<file path="src/rtl/iir_coeff_sequencer_if.sv">
// Coefficient write channel between the control plane and the IIR coefficient sequencer.
// The master drives the write request; the sequencer (slave) returns ready and an address-error pulse.
interface iir_coeff_sequencer_if #(
    parameter int ADDR_WIDTH  = 3,
    parameter int COEFF_WIDTH = 16
);
    logic                   wr_valid;
    logic                   wr_ready;
    logic [ADDR_WIDTH-1:0]  wr_addr;
    logic [COEFF_WIDTH-1:0] wr_data;
    logic                   wr_err;

    modport master (
        output wr_valid,
        output wr_addr,
        output wr_data,
        input  wr_ready,
        input  wr_err
    );

    modport slave (
        input  wr_valid,
        input  wr_addr,
        input  wr_data,
        output wr_ready,
        output wr_err
    );
endinterface

</file>
<file path="src/rtl/iir_coeff_sequencer.sv">
// Stages IIR coefficients in a shadow bank and swaps them into the active bank on a sample
// boundary after a commit, then holds the filter datapath in reset for FLUSH_CYCLES cycles.
module iir_coeff_sequencer #(
    parameter int N            = 2,
    parameter int COEFF_WIDTH  = 16,
    parameter int Q            = 14,
    parameter int ADDR_WIDTH   = 3,
    parameter int FLUSH_CYCLES = 4
) (
    input  logic                         clk,
    input  logic                         rst,
    iir_coeff_sequencer_if.slave         wr_if,
    input  logic                         commit,
    input  logic                         sample_en,
    output logic                         busy,
    output logic                         swapped,
    output logic [COEFF_WIDTH*N-1:0]     packed_a_coeffs,
    output logic [COEFF_WIDTH*(N+1)-1:0] packed_b_coeffs,
    output logic                         filter_rst_n
);
    localparam int NC    = 2 * N + 1;
    localparam int BW    = COEFF_WIDTH * NC;
    localparam int CNT_W = (FLUSH_CYCLES > 2) ? $clog2(FLUSH_CYCLES) : 1;
    localparam int LOAD  = (FLUSH_CYCLES > 0) ? FLUSH_CYCLES - 1 : 0;

    localparam logic [ADDR_WIDTH-1:0]  MAX_ADDR   = ADDR_WIDTH'(2 * N);
    localparam logic [COEFF_WIDTH-1:0] UNITY      = COEFF_WIDTH'(1) << Q;
    // Bank layout: a[0..N-1] in the low slots, b[0..N] above them, so b[0] sits at slot N.
    localparam logic [BW-1:0]          UNITY_BANK = BW'(UNITY) << (COEFF_WIDTH * N);

    typedef enum logic [1:0] {
        ST_IDLE    = 2'd0,
        ST_PENDING = 2'd1,
        ST_FLUSH   = 2'd2
    } state_e;

    state_e            state_q, state_d;
    logic [CNT_W-1:0]  cnt_q, cnt_d;
    logic [BW-1:0]     shadow_q, shadow_d;
    logic [BW-1:0]     active_q, active_d;
    logic              busy_q, swapped_q, wr_err_q, filter_rst_n_q;
    logic              accept_s, addr_ok_s, swap_s;

    assign wr_if.wr_ready  = (state_q == ST_IDLE);
    assign wr_if.wr_err    = wr_err_q;
    assign busy            = busy_q;
    assign swapped         = swapped_q;
    assign filter_rst_n    = filter_rst_n_q;
    assign packed_a_coeffs = active_q[0 +: COEFF_WIDTH*N];
    assign packed_b_coeffs = active_q[COEFF_WIDTH*N +: COEFF_WIDTH*(N+1)];

    // Next-state logic: commit arms the swap, sample_en performs it, flush counter times the reset.
    always_comb begin
        state_d = state_q;
        cnt_d   = cnt_q;
        swap_s  = 1'b0;
        case (state_q)
            ST_IDLE: begin
                if (commit) begin
                    state_d = ST_PENDING;
                end else begin
                    state_d = ST_IDLE;
                end
            end
            ST_PENDING: begin
                if (sample_en) begin
                    swap_s  = 1'b1;
                    cnt_d   = CNT_W'(LOAD);
                    state_d = (FLUSH_CYCLES > 0) ? ST_FLUSH : ST_IDLE;
                end else begin
                    state_d = ST_PENDING;
                end
            end
            ST_FLUSH: begin
                if (cnt_q == {CNT_W{1'b0}}) begin
                    state_d = ST_IDLE;
                end else begin
                    cnt_d = cnt_q - CNT_W'(1);
                end
            end
            default: begin
                state_d = ST_IDLE;
            end
        endcase
    end

    // Shadow write path and whole-bank swap; out-of-range writes are accepted but land nowhere.
    always_comb begin
        accept_s  = wr_if.wr_valid && (state_q == ST_IDLE);
        addr_ok_s = (wr_if.wr_addr <= MAX_ADDR);
        shadow_d  = shadow_q;
        for (int k = 0; k < NC; k++) begin
            if (accept_s && (wr_if.wr_addr == ADDR_WIDTH'(k))) begin
                shadow_d[k*COEFF_WIDTH +: COEFF_WIDTH] = wr_if.wr_data;
            end else begin
                shadow_d[k*COEFF_WIDTH +: COEFF_WIDTH] = shadow_q[k*COEFF_WIDTH +: COEFF_WIDTH];
            end
        end
        if (swap_s) begin
            active_d = shadow_q;
        end else begin
            active_d = active_q;
        end
    end

    // State, banks and registered status outputs.
    always_ff @(posedge clk or posedge rst) begin
        if (rst) begin
            state_q        <= ST_IDLE;
            cnt_q          <= {CNT_W{1'b0}};
            shadow_q       <= UNITY_BANK;
            active_q       <= UNITY_BANK;
            busy_q         <= 1'b0;
            swapped_q      <= 1'b0;
            wr_err_q       <= 1'b0;
            filter_rst_n_q <= 1'b0;
        end else begin
            state_q        <= state_d;
            cnt_q          <= cnt_d;
            shadow_q       <= shadow_d;
            active_q       <= active_d;
            busy_q         <= (state_d != ST_IDLE);
            swapped_q      <= swap_s;
            wr_err_q       <= accept_s && !addr_ok_s;
            filter_rst_n_q <= (state_d != ST_FLUSH);
        end
    end
endmodule

</file>
<file path="src/flat_wrapper.sv">
// flat-port wrapper written by rule: the top's interface ports become plain ports
module iir_coeff_sequencer_flat 
#(
    parameter int N            = 2,
    parameter int COEFF_WIDTH  = 16,
    parameter int Q            = 14,
    parameter int ADDR_WIDTH   = 3,
    parameter int FLUSH_CYCLES = 4
)
  (clk, rst, commit, sample_en, busy, swapped, packed_a_coeffs, packed_b_coeffs, filter_rst_n, wr_if_wr_valid, wr_if_wr_addr, wr_if_wr_data, wr_if_wr_ready, wr_if_wr_err);
  iir_coeff_sequencer_if #(.ADDR_WIDTH(ADDR_WIDTH), .COEFF_WIDTH(COEFF_WIDTH)) wr_if_i ();
  input  logic clk;
  input  logic rst;
  input  logic commit;
  input  logic sample_en;
  output logic busy;
  output logic swapped;
  output logic [COEFF_WIDTH*N-1:0] packed_a_coeffs;
  output logic [COEFF_WIDTH*(N+1)-1:0] packed_b_coeffs;
  output logic filter_rst_n;
  input wire logic [$bits(wr_if_i.wr_valid)-1:0] wr_if_wr_valid;
  input wire logic [$bits(wr_if_i.wr_addr)-1:0] wr_if_wr_addr;
  input wire logic [$bits(wr_if_i.wr_data)-1:0] wr_if_wr_data;
  output wire logic [$bits(wr_if_i.wr_ready)-1:0] wr_if_wr_ready;
  output wire logic [$bits(wr_if_i.wr_err)-1:0] wr_if_wr_err;
  assign wr_if_i.wr_valid = wr_if_wr_valid;
  assign wr_if_i.wr_addr = wr_if_wr_addr;
  assign wr_if_i.wr_data = wr_if_wr_data;
  assign wr_if_wr_ready = wr_if_i.wr_ready;
  assign wr_if_wr_err = wr_if_i.wr_err;
  iir_coeff_sequencer #(.N(N), .COEFF_WIDTH(COEFF_WIDTH), .Q(Q), .ADDR_WIDTH(ADDR_WIDTH), .FLUSH_CYCLES(FLUSH_CYCLES)) u_core (.clk(clk), .rst(rst), .wr_if(wr_if_i), .commit(commit), .sample_en(sample_en), .busy(busy), .swapped(swapped), .packed_a_coeffs(packed_a_coeffs), .packed_b_coeffs(packed_b_coeffs), .filter_rst_n(filter_rst_n));
endmodule
</file>
<file path="config.mk">
export PLATFORM = sky130hd
export DESIGN_NAME = iir_coeff_sequencer_flat
export DESIGN_NICKNAME = d
export VERILOG_FILES = /design/src/rtl/iir_coeff_sequencer_if.sv /design/src/rtl/iir_coeff_sequencer.sv /design/src/flat_wrapper.sv
export SDC_FILE = /design/constraint.sdc
export NUM_CORES = 1
export LEC_CHECK = 0
export CELL_PAD_IN_SITES_DETAIL_PLACEMENT = 1
export CELL_PAD_IN_SITES_GLOBAL_PLACEMENT = 1
export CORE_MARGIN = 3
export CORE_UTILIZATION = 23
export CTS_CLUSTER_DIAMETER = 40
export CTS_CLUSTER_SIZE = 28
export DETAILED_ROUTE_END_ITERATION = 10
export PLACE_DENSITY_LB_ADDON = 0.2
export SYNTH_ARGS = -nofsm -noshare
export SYNTH_HDL_FRONTEND = slang
export SYNTH_SLANG_ARGS = --single-unit
</file>
<file path="constraint.sdc">
create_clock -name clk -period 6.5 [get_ports clk]
set_input_delay 0.65 -clock clk [delete_from_list [all_inputs] [get_ports clk]]
set_output_delay 0.65 -clock clk [all_outputs]
set_load 0.05 [all_outputs]
</file>
==> metrics <==
Clock Latency Late Sink=0.43 ns; Ant. Diodes=0; Net Sw Power=1.96 mW; Max-slew headroom=23.5%; post-cts resize count=0; actual slew at the worst max-slew pin=about 1.1 ns; Yosys warning total=0; min-delay src=u_core.shadow_q[16]; final setup fails=0; TritonCTS buffer count=17; post-CTS setup buffers=0; synth unique cells=27; core box area=about 28000 um2; pin count of the biggest net entering global routing=about 120; Mean Syn Cell Area=12.2 um2; Worst-path clk slew=0.07 ns; commonest cells in the netlist=nand2_1, dfrtp_1, mux2_4, mux2_2, buf_2; flop2flop setup slack=around 3.9 ns; CP required=6.82 ns; DR vias/cell=4.06; boundary pin count=around 110; cells after synthesis=539; design area=8570 um2; Worst VDD drop=176 uV; die area=between 30000 and 40000 um2; Int Power=2.84 mW; worst r2r path cells=6; layout cells sized above 1=19.0%; Yosys top cell area share=63.0%; Post-synth EDFFs=0; Area Overhead vs Synth=30.1%; count leader, synth=nand2_1; Initial DRC Count=262; Synth area leader=dfrtp_1; switching share of power=roughly two fifths; dpl hpwl=11.2 mm; worst r2r src=u_core.state_q[1]; Slew Viols, Final=0; WP data arrival=3.06 ns; Clock Path Buffers=2; row count=61; via count=between 4000 and 5000; PortBufs=108; drt pass-1 iters=4; H-tree levels=4; Layout Nets=669; sequential area share after synthesis=63.8%; Worst Hold End=u_core.active_q[16]; Worst Hold Class=reg2reg; Sequential Power Share=37.9%; Avg WL per Cell=16.5 um; mapped cell area=6590 um2; syn nets=around 560; Area contributors post-synth=dfrtp_1, nand2_1, mux2_4; Peak Freq=about 360 MHz; TritonCTS clock tree=built; Reg2Reg Capture Point=u_core.active_q[17]; Synth Flop Type=dfrtp_1; status=finished clean; post-route ant nets=0; total wire length=17.1 mm; synthesis-stage register bit count=168; leakage=between 4 and 5 nW; area post-placement=about 8000 um2; Final min period=2.75 ns; total negative slack=0 ns; Hold Crit Depth=2; CTS root buf=clkbuf_16; Gate power share=around 41%; fin crit share=42.2%; first-pass GRT wire length=27.5 mm; clk_skew=0.00702 ns; Worst Setup Start Kind=input pin; Worst Setup End Kind=register; Max Cap Viol=0; initial core utilization=23.5%; Die W=around 180 um; vias in the first global route=4762; total gr overflow=0; Power Density=560 nW/um2; Clk network pwr share=20.9%; drt drc=0; initial antenna violation count=0; critical setup path kind=in2reg; cts hold-fix bufs=0; post-synthesis async set-or-reset flop share=100%; routability-driven placement congestion ratio=approximately 0.7; final hold vios=0; GRT Resource Usage Total=11.6%; Max FO, Critical Path=81; RSZ-0062 raised after global routing=false; Die Y-Extent=175 um; clock sink count=168
[worst max-delay path, cell delays in order]
cell             delay [ns]
clkdlybuf4s50_1        0.43
nand3b_1               0.09
buf_4                  0.71
inv_2                  0.41
buf_4                  0.45
nand2_1                0.21
nand2_1                0.06
[per-stage QoR]
step | worst slack [ns] | utilization (%) | hold WS, ns | power (mW) | instances
detailed placement | 3.27 | 28.5 | 0.456 | 3.84 | 1003
global placement | 3.33 | 28.5 | 0.448 | 3.80 | 1003
CTS | 3.73 | 30.6 | 0.467 | 4.88 | 1035
global route | 3.51 | 30.6 | 0.474 | 5.09 | 1035
finish | 3.75 | 30.6 | 0.465 | 4.80 | 1035
floorplan | 1.31 | - | 0.433 | 3.16 | 539
[sequential cells by signal, summed over array words and instances (netlist names)]
signal	flops
u_core.cnt_q	2
u_core.swapped	1
u_core.busy	1
u_core.filter_rst_n	1
u_core.state_q	2
u_core.wr_if.wr_err	1
u_core.shadow_q	80
u_core.active_q	80
[cells in the final DEF, fill, tap and decap left out, types with 2 or more instances in the layout]
| master | n |
|---|---|
| nand2_1 | 240 |
| dfrtp_1 | 166 |
| clkdlybuf4s50_1 | 108 |
| mux2_4 | 50 |
| mux2_2 | 30 |
| clkbuf_16 | 17 |
| inv_6 | 4 |
| clkinvlp_4 | 4 |
| inv_1 | 3 |
| a21oi_1 | 3 |
| inv_8 | 3 |
| buf_4 | 3 |
| nor2_1 | 2 |
| nand2b_1 | 2 |
| clkinv_2 | 2 |
| dfstp_2 | 2 |
[cell families (layout without fill, tap and decap cells)]
kind of cell             after synthesis  count (layout)  share of synthesized area, %
adder cells (fa/ha/maj)                1               1                         0.190
multiplexers                          80              80                          16.5
buffers and inverters                 30             148                          2.96
AND/OR/NAND/NOR                      256             256                          16.1
flip-flops                           168             168                          63.8
AO/OA/AOI/OAI                          4               4                         0.399
[power by group through the flow]
stage / registers [mW] / clock network [mW] / logic (mW)
floorplan: 2.49 / 0 / 0.663
global placement: 1.83 / 0 / 1.97
detailed placement: 1.84 / 0 / 2.00
CTS: 1.83 / 1.04 / 2.01
global route: 1.88 / 1.09 / 2.12
finish: 1.82 / 1.00 / 1.98
[worst max-delay path by stage]
stage	from	endpoint	slack, ns	cells after the start
2_1_floorplan	rst	u_core.active_q[0]	1.31	1
3_3_place_gp	sample_en	u_core.active_q[17]	3.33	7
3_5_place_dp	sample_en	u_core.active_q[17]	3.27	7
4_1_cts	sample_en	u_core.active_q[17]	3.73	7
5_1_grt	sample_en	u_core.active_q[52]	3.51	7
6_report	sample_en	u_core.active_q[17]	3.75	7
[cell type report]
cell class | count | area (um2)
multi-input cells | 341 | 2190
clock buffers | 18 | 439
fillers | 3114 | 19400
inverters | 5 | 23.8
repair buffers | 111 | 1100
well taps | 378 | 473
clock inverters | 14 | 139
flip-flops and latches | 168 | 4210
[metal layers]
layer	share of wire, %	vias up	global-route usage (%)
li1	-	1925	-
met1	47	2173	15.5
met2	47	96	18.7
met3	4.5	11	3.31
met4	0.93	0	2.83
met5	0	-	0
No activity file was read; power rests on OpenSTA's default activity.
